$ cat src/rtl/rst_mgmt.sv
// rst_mgmt: PLL-lock-qualified reset sequencer for an Ethernet PHY and MAC/AXI core.
// Optional soft-reset request input enabled by defining ETH_RST_SOFT_REQ_EN.
module rst_mgmt #(
   parameter int LOCK_STABLE_CYCLES = 16,
   parameter int PHY_RST_CYCLES     = 1024,
   parameter int PHY_WAIT_CYCLES    = 2048
) (
   input  logic       clk_in,
   input  logic       rst_in,
   input  logic       clk_locked,
`ifdef ETH_RST_SOFT_REQ_EN
   input  logic       sw_rst_req,
`endif
   output logic       phy_rst_n,
   output logic       rst_core,
   output logic       rst_ready,
   output logic [1:0] rst_state
);
   localparam int MAX_AB = (LOCK_STABLE_CYCLES > PHY_RST_CYCLES) ? LOCK_STABLE_CYCLES : PHY_RST_CYCLES;
   localparam int MAXC   = (MAX_AB > PHY_WAIT_CYCLES) ? MAX_AB : PHY_WAIT_CYCLES;
   localparam int CW     = $clog2(MAXC + 1);
   localparam logic [CW-1:0] LOCK_LAST = CW'(LOCK_STABLE_CYCLES - 1);
   localparam logic [CW-1:0] RST_LAST  = CW'(PHY_RST_CYCLES - 1);
   localparam logic [CW-1:0] WAIT_LAST = CW'(PHY_WAIT_CYCLES - 1);
   typedef enum logic [1:0] {S_LOCK = 2'd0, S_PHY_RST = 2'd1, S_PHY_WAIT = 2'd2, S_RUN = 2'd3} state_t;
   state_t        r_state, w_next;
   logic [CW-1:0] r_cnt, w_cnt;
   logic          r_sync1, r_lock_sync, w_soft, w_expire;
   logic          r_phy_rst_n, r_rst_core, r_rst_ready;
`ifdef ETH_RST_SOFT_REQ_EN
   assign w_soft = sw_rst_req;
`else
   assign w_soft = 1'b0;
`endif
   always_ff @(posedge clk_in or posedge rst_in) begin
      if (rst_in) begin
         r_sync1     <= 1'b0;
         r_lock_sync <= 1'b0;
      end else begin
         r_sync1     <= clk_locked;
         r_lock_sync <= r_sync1;
      end
   end
   always_comb begin
      w_next   = r_state;
      w_cnt    = (r_state == S_RUN) ? r_cnt : r_cnt + CW'(1);
      w_expire = (r_state == S_LOCK)     ? (r_cnt == LOCK_LAST) :
                 (r_state == S_PHY_RST)  ? (r_cnt == RST_LAST)  :
                 (r_state == S_PHY_WAIT) ? (r_cnt == WAIT_LAST) : 1'b0;
      // Lock loss outranks soft request, which outranks normal expiry
      if (r_state == S_LOCK) begin
         if (!r_lock_sync) begin
            w_cnt = '0;
         end else if (w_expire) begin
            w_next = S_PHY_RST;
            w_cnt  = '0;
         end
      end else if (!r_lock_sync) begin
         w_next = S_LOCK;
         w_cnt  = '0;
      end else if (w_soft) begin
         w_next = S_PHY_RST;
         w_cnt  = '0;
      end else if (w_expire) begin
         w_next = state_t'(r_state + 2'd1);
         w_cnt  = '0;
      end
   end
   // Outputs are decoded from the next state so they flip on the state-entry edge
   always_ff @(posedge clk_in or posedge rst_in) begin
      if (rst_in) begin
         r_state     <= S_LOCK;
         r_cnt       <= '0;
         r_phy_rst_n <= 1'b0;
         r_rst_core  <= 1'b1;
         r_rst_ready <= 1'b0;
      end else begin
         r_state     <= w_next;
         r_cnt       <= w_cnt;
         r_phy_rst_n <= (w_next == S_PHY_WAIT) || (w_next == S_RUN);
         r_rst_core  <= (w_next != S_RUN);
         r_rst_ready <= (w_next == S_RUN);
      end
   end
   assign phy_rst_n = r_phy_rst_n;
   assign rst_core  = r_rst_core;
   assign rst_ready = r_rst_ready;
   assign rst_state = r_state;
endmodule

$ cat config.mk
export PLATFORM = sky130hd
export DESIGN_NAME = rst_mgmt
export DESIGN_NICKNAME = d
export VERILOG_FILES = /design/src/rtl/rst_mgmt.sv
export SDC_FILE = /design/constraint.sdc
export NUM_CORES = 1
export LEC_CHECK = 0
export CORE_MARGIN = 3
export CORE_UTILIZATION = 55
export DETAILED_ROUTE_END_ITERATION = 7
export PLACE_DENSITY = 0.87
export SKIP_LAST_GASP = 1
export SYNTH_ARGS = -nofsm -noshare
export SYNTH_HDL_FRONTEND = slang
export SYNTH_SLANG_ARGS = --single-unit
$ cat constraint.sdc
create_clock -name clk_in -period 6.18 [get_ports clk_in]
set_input_delay 1.236 -clock clk_in [delete_from_list [all_inputs] [get_ports clk_in]]
set_output_delay 1.236 -clock clk_in [all_outputs]
set_load 0.03 [all_outputs]
# == Word level (Yosys, flattened, before mapping) ==
# Index checks and enable logic that the tools add are counted.
# word_totals
reg_bits,19
word_cells,32
input_bits,3
out_inout_bits,5
# op_classes
eq_ne,10
n_mux,11
n_addsub,2
reduce_logical,2
# ops
operator,n
$mux 12,3
$add 12x1->12 const B,1
$eq 12x10->1 const B,1
$eq 12x11->1 const B,1
$eq 12x4->1 const B,1
$mux 2,5
$eq 2x2->1 const B,4
$mux 1,3
$ne 3x3->1 const B,1
$add 2x1->2 const B,1
$eq 2x1->1 const B,1
$logic_not 2->1,1
$ne 2x2->1 const B,1
$logic_or 1x1->1,1

# == Depth between registers and ports, before layout ==
# logic_depth
ltp_word,9
ltp_mapped,10
ltp_nobuf,10

# == Least setup slack after synthesis ==
# No wires, ideal clock.
# synth_path
kind,register -> register
from,register r_state[0] (netlist: rst_state[0])
to,register r_rst_ready (netlist: rst_ready)
stages_incl_launch_ff,11
t_arrival_ns,2.446
synth_period_minus_slack_ns,2.578
required_ns,6.048
setup_ns,0.132
path_slack_ns,3.602
n_path_buf,0
path_cell_list,dfrtp_1 -> inv_1 -> ha_1 -> nand4bb_1 -> a2111o_1 -> and2_2 -> ha_1 -> nor2b_1 -> o21ai_0 -> nand2_1 -> a21boi_0
# synth_via
elab_chain_len,8
word_cells_on_any_way,13
cone_classes,add/sub (1); eq/ne (3); mux (8); reduce/logical (1)
# synth_lines
element,line_no,source
start: declaration,26,"state_t r_state, w_next;"
start signal: assignment,78,r_state <= w_next;
$eq 2x2->1,49,(r_state == S_PHY_WAIT) ? (r_cnt == WAIT_LAST) : 1'b0;
$mux 1,49,
$mux 1,48,(r_state == S_PHY_RST) ? (r_cnt == RST_LAST) :
$mux 1,47,w_expire = (r_state == S_LOCK) ? (r_cnt == LOCK_LAST) :
$mux 2 (on tied branches),"64, 54",
$mux 2 (on tied branches),"58, 52",
$mux 2 *,51,if (r_state == S_LOCK) begin
named net w_next[0],26,
$eq 2x2->1 *,82,r_rst_ready <= (w_next == S_RUN);
end signal: assignment,82,
end: declaration,29,"logic r_phy_rst_n, r_rst_core, r_rst_ready;"
# The timed path passes the listed nets; every way through them passes the cells marked *.
# A chain may end at the register's enable or synchronous reset.

# == Worst setup path after layout ==
# layout_path
from,register r_state[1] (netlist: rst_state[1])
to,output rst_state[1]
# layout_lines
element,line_no,source
end: declaration,17,output logic [1:0] rst_state
# No word-level cell between the ends.

==> impl_metrics.toml <==
[clock_tree]
cts.clk_slew.worst_paths_ns = 0.10
cts_buffers = 3
cts_resized = 0
cts_buffer_depth = 2
ctsHoldBuffers = 0
root_buffer = "clkbuf_4"
htreeDepth = 1
cts.sinks = 19
clk_latency_ns = 0.29
cts_tree = "yes"
postCtsSetupBuffers = 0

[placement]
numPortBuffers = 7
place.gp.congestion = 0.7504
pre_cts_ws_ns = 3.564
post-dp-hpwl_um = 1275

[synthesis]
synthCells = 97
synth_flop_cell = "dfrtp_1"
netlist_area_mm2 = 0.001017
ys_ff_latch = 19
synth_edf_count = 0
yosys-top-cells-area = "dfrtp_1 44%, ha_1 8.6%, nor2_1 5.2%"
syn_nets = 107
synth.largest_area_cell = "dfrtp_1"
async_reset_ff_frac = 1.000
syn_area_per_cell_um2 = 10.49
yosysSeqAreaShare = 0.4686
ys_warn_count = 0
ys_types = 30
yosysTopAreaCellShare = 0.4428

[critical_path]
rr_startpoint = "rst_state[0]$_DFF_PP0_"
critPathKind = "reg2out"
r2r_slack_ns = 3.55
slowest_delay_ns = 0.71
cp_max_fo = 6
worstPathCellList = "clkdlybuf4s50_1"
crit_required_ns = 4.94
cp_top_family = "buffers and inverters"
endpoint_kind = "output pin"
critPathLaunchType = "flop"
cp_slowest_cell = "clkdlybuf4s50_1"
r2r_end = "rst_ready$_DFF_PP0_"
crit_arrival_ns = 1.48
path_buf_inv = 1
worstRegToRegCells = 10

[layout]
layout_commonest_cell = "dfrtp_1"
n_antenna_cell = 0
drive_gt1_frac = 0.07477
fill_cells = 129
areaGrowthSynthToFinish_pct = 11.93
finalNetCount = 118
layout_common_cells = "18 x dfrtp_1, 14 x nor2_1, 8 x nand2_1"

[timing]
tightest_slew_ns = 0.6825
finalSetupViolations = 0
slew_headroom = 0.5445
min_period_ns = 2.711
tns_ns = 0
hold_violations = 0
max_freq_mhz = 368.8
rsz0062_at_grt = "false"
timing.final.crit_share = 0.4387
worst_slack_ns = 3.469
slew_viol_final = 0
fin_skew_ns = 0.003311

[floorplan]
rows = 14
die_area_mm2 = 0.002401
die_w_um = 49.01
fp.dieH_um = 49.01
fp.coreArea_mm2 = 0.001629
design.portCount = 8
initial_utilization = 0.6244

[global_routing]
overflow = 0
grt_util_all_layers = 0.1693
grt_max_degree = 20
grt_pass1_wl_um = 3167
first_global_vias = 684
antenna_found_initial = 0

[run_status]
status = "finished clean"

[power_and_ir_drop]
clkPwrFrac = 0.307
p_leak_nw = 0.4828
power.share.sequential = 0.647
p_int_w = 0.0001552
finalPower_w = 0.0001993
powerDensity_mw_per_mm2 = 175.1
combPwrFrac = 0.046
p_switching_w = 0.00004416
peakVddDrop_uv = 116.0
sw_frac_of_total = 0.2216

[route]
wirelength_um = 1711
route.vias.total = 701
drc = 0
drt_iter0_drc = 12
drt_pre_antenna_iters = 4
detail_route.wl_per_cell_um = 13.06
vias_per_cell = 5.351
ant_nets = 0

[worst_hold_path]
hold_start = "r_sync1$_DFF_PP0_"
hold_depth = 0
hp-class = "reg2reg"
min_delay_worst_endpoint = "r_lock_sync$_DFF_PP0_"

[flow_run]
maxCapViolations = 0
power groups by stage:
stage / logic (W) / registers [W] / clock network (W)
5_1_grt: 0.0000107 / 0.000129 / 0.0000663
2_1_floorplan: 0.00000674 / 0.000131 / 0
6_report: 0.00000919 / 0.000129 / 0.0000612
4_1_cts: 0.00000962 / 0.000129 / 0.0000617
3_3_place_gp: 0.00000918 / 0.000131 / 0
3_5_place_dp: 0.00000950 / 0.000131 / 0
per-layer routing:
layer  routed length [µm]  GRT usage
met5                    0          0
met4                   14    0.06635
met3                   48    0.02752
met2                  804     0.2715
met1                  843     0.2283
logic make-up (layout without fill, tap and decap cells):
logic type | after synthesis | in the layout | synth area share
AO/OA/AOI/OAI | 7 | 7 | 0.06520
AND/OR/NAND/NOR | 46 | 46 | 0.2522
flip-flops | 19 | 19 | 0.4686
buffers and inverters | 6 | 16 | 0.02337
XOR/XNOR | 11 | 11 | 0.09471
adder cells (fa/ha/maj) | 7 | 7 | 0.08610
multiplexers | 1 | 1 | 0.009840
how the worst max path moves through the flow:
stage,start,slack (ns),depth (start not counted),endpoint
floorplan,rst_state[0]$_DFF_PP0_,3.60,10,rst_ready$_DFF_PP0_
global placement,rst_state[0]$_DFF_PP0_,3.67,10,rst_ready$_DFF_PP0_
detailed placement,rst_state[0]$_DFF_PP0_,3.56,10,rst_ready$_DFF_PP0_
CTS,rst_state[1]$_DFF_PP0_,3.46,1,rst_state[1]
global route,rst_state[0]$_DFF_PP0_,3.29,10,rst_ready$_DFF_PP0_
finish,rst_state[1]$_DFF_PP0_,3.47,1,rst_state[1]
worst register-to-register path, stage by stage (launching register included):
cell	delay [ns]
dfrtp_1	0.46
inv_1	0.14
ha_1	0.28
nand4bb_1	0.21
a2111o_1	0.42
and2_2	0.23
ha_1	0.26
nor2b_1	0.13
o21ai_0	0.17
nand2_1	0.09
a21boi_0	0.12
cell type report:
class	count	area (µm²)	share of cell area
flip-flops and latches	19	476.7	0.4187
well taps	24	30.03	0.02637
multi-input cells	72	516.7	0.4538
repair buffers	7	70.07	0.06154
clock buffers	4	26.28	0.02308
inverters	5	18.77	0.01648
synth_stat cells (all sizes together) (2+ instances only):
cell	count
inv	5
nor4	2
xnor2	6
nand3	2
nand4	3
o21ai	2
nand2	8
nor2	14
xor2	5
ha	7
nand4b	2
dfrtp	18
nor2b	5
nor3	2
and3b	2
through the flow:
step	utilization	cell area (µm²)	instances	hold slack [ns]
2_1_floorplan	-	1017	97	0.3312
3_3_place_gp	0.6828	1112	127	0.3421
3_5_place_dp	0.6828	1112	127	0.3510
4_1_cts	0.6989	1139	131	0.3812
5_1_grt	0.6989	1139	131	0.3932
6_report	0.6989	1139	131	0.3794
registers in the layout (all words and copies together) (netlist names):
name         cells
phy_rst_n        1
r_cnt           12
r_lock_sync      1
r_sync1          1
rst_core         1
rst_ready        1
rst_state        2
Power figures use the tool's default switching activity.
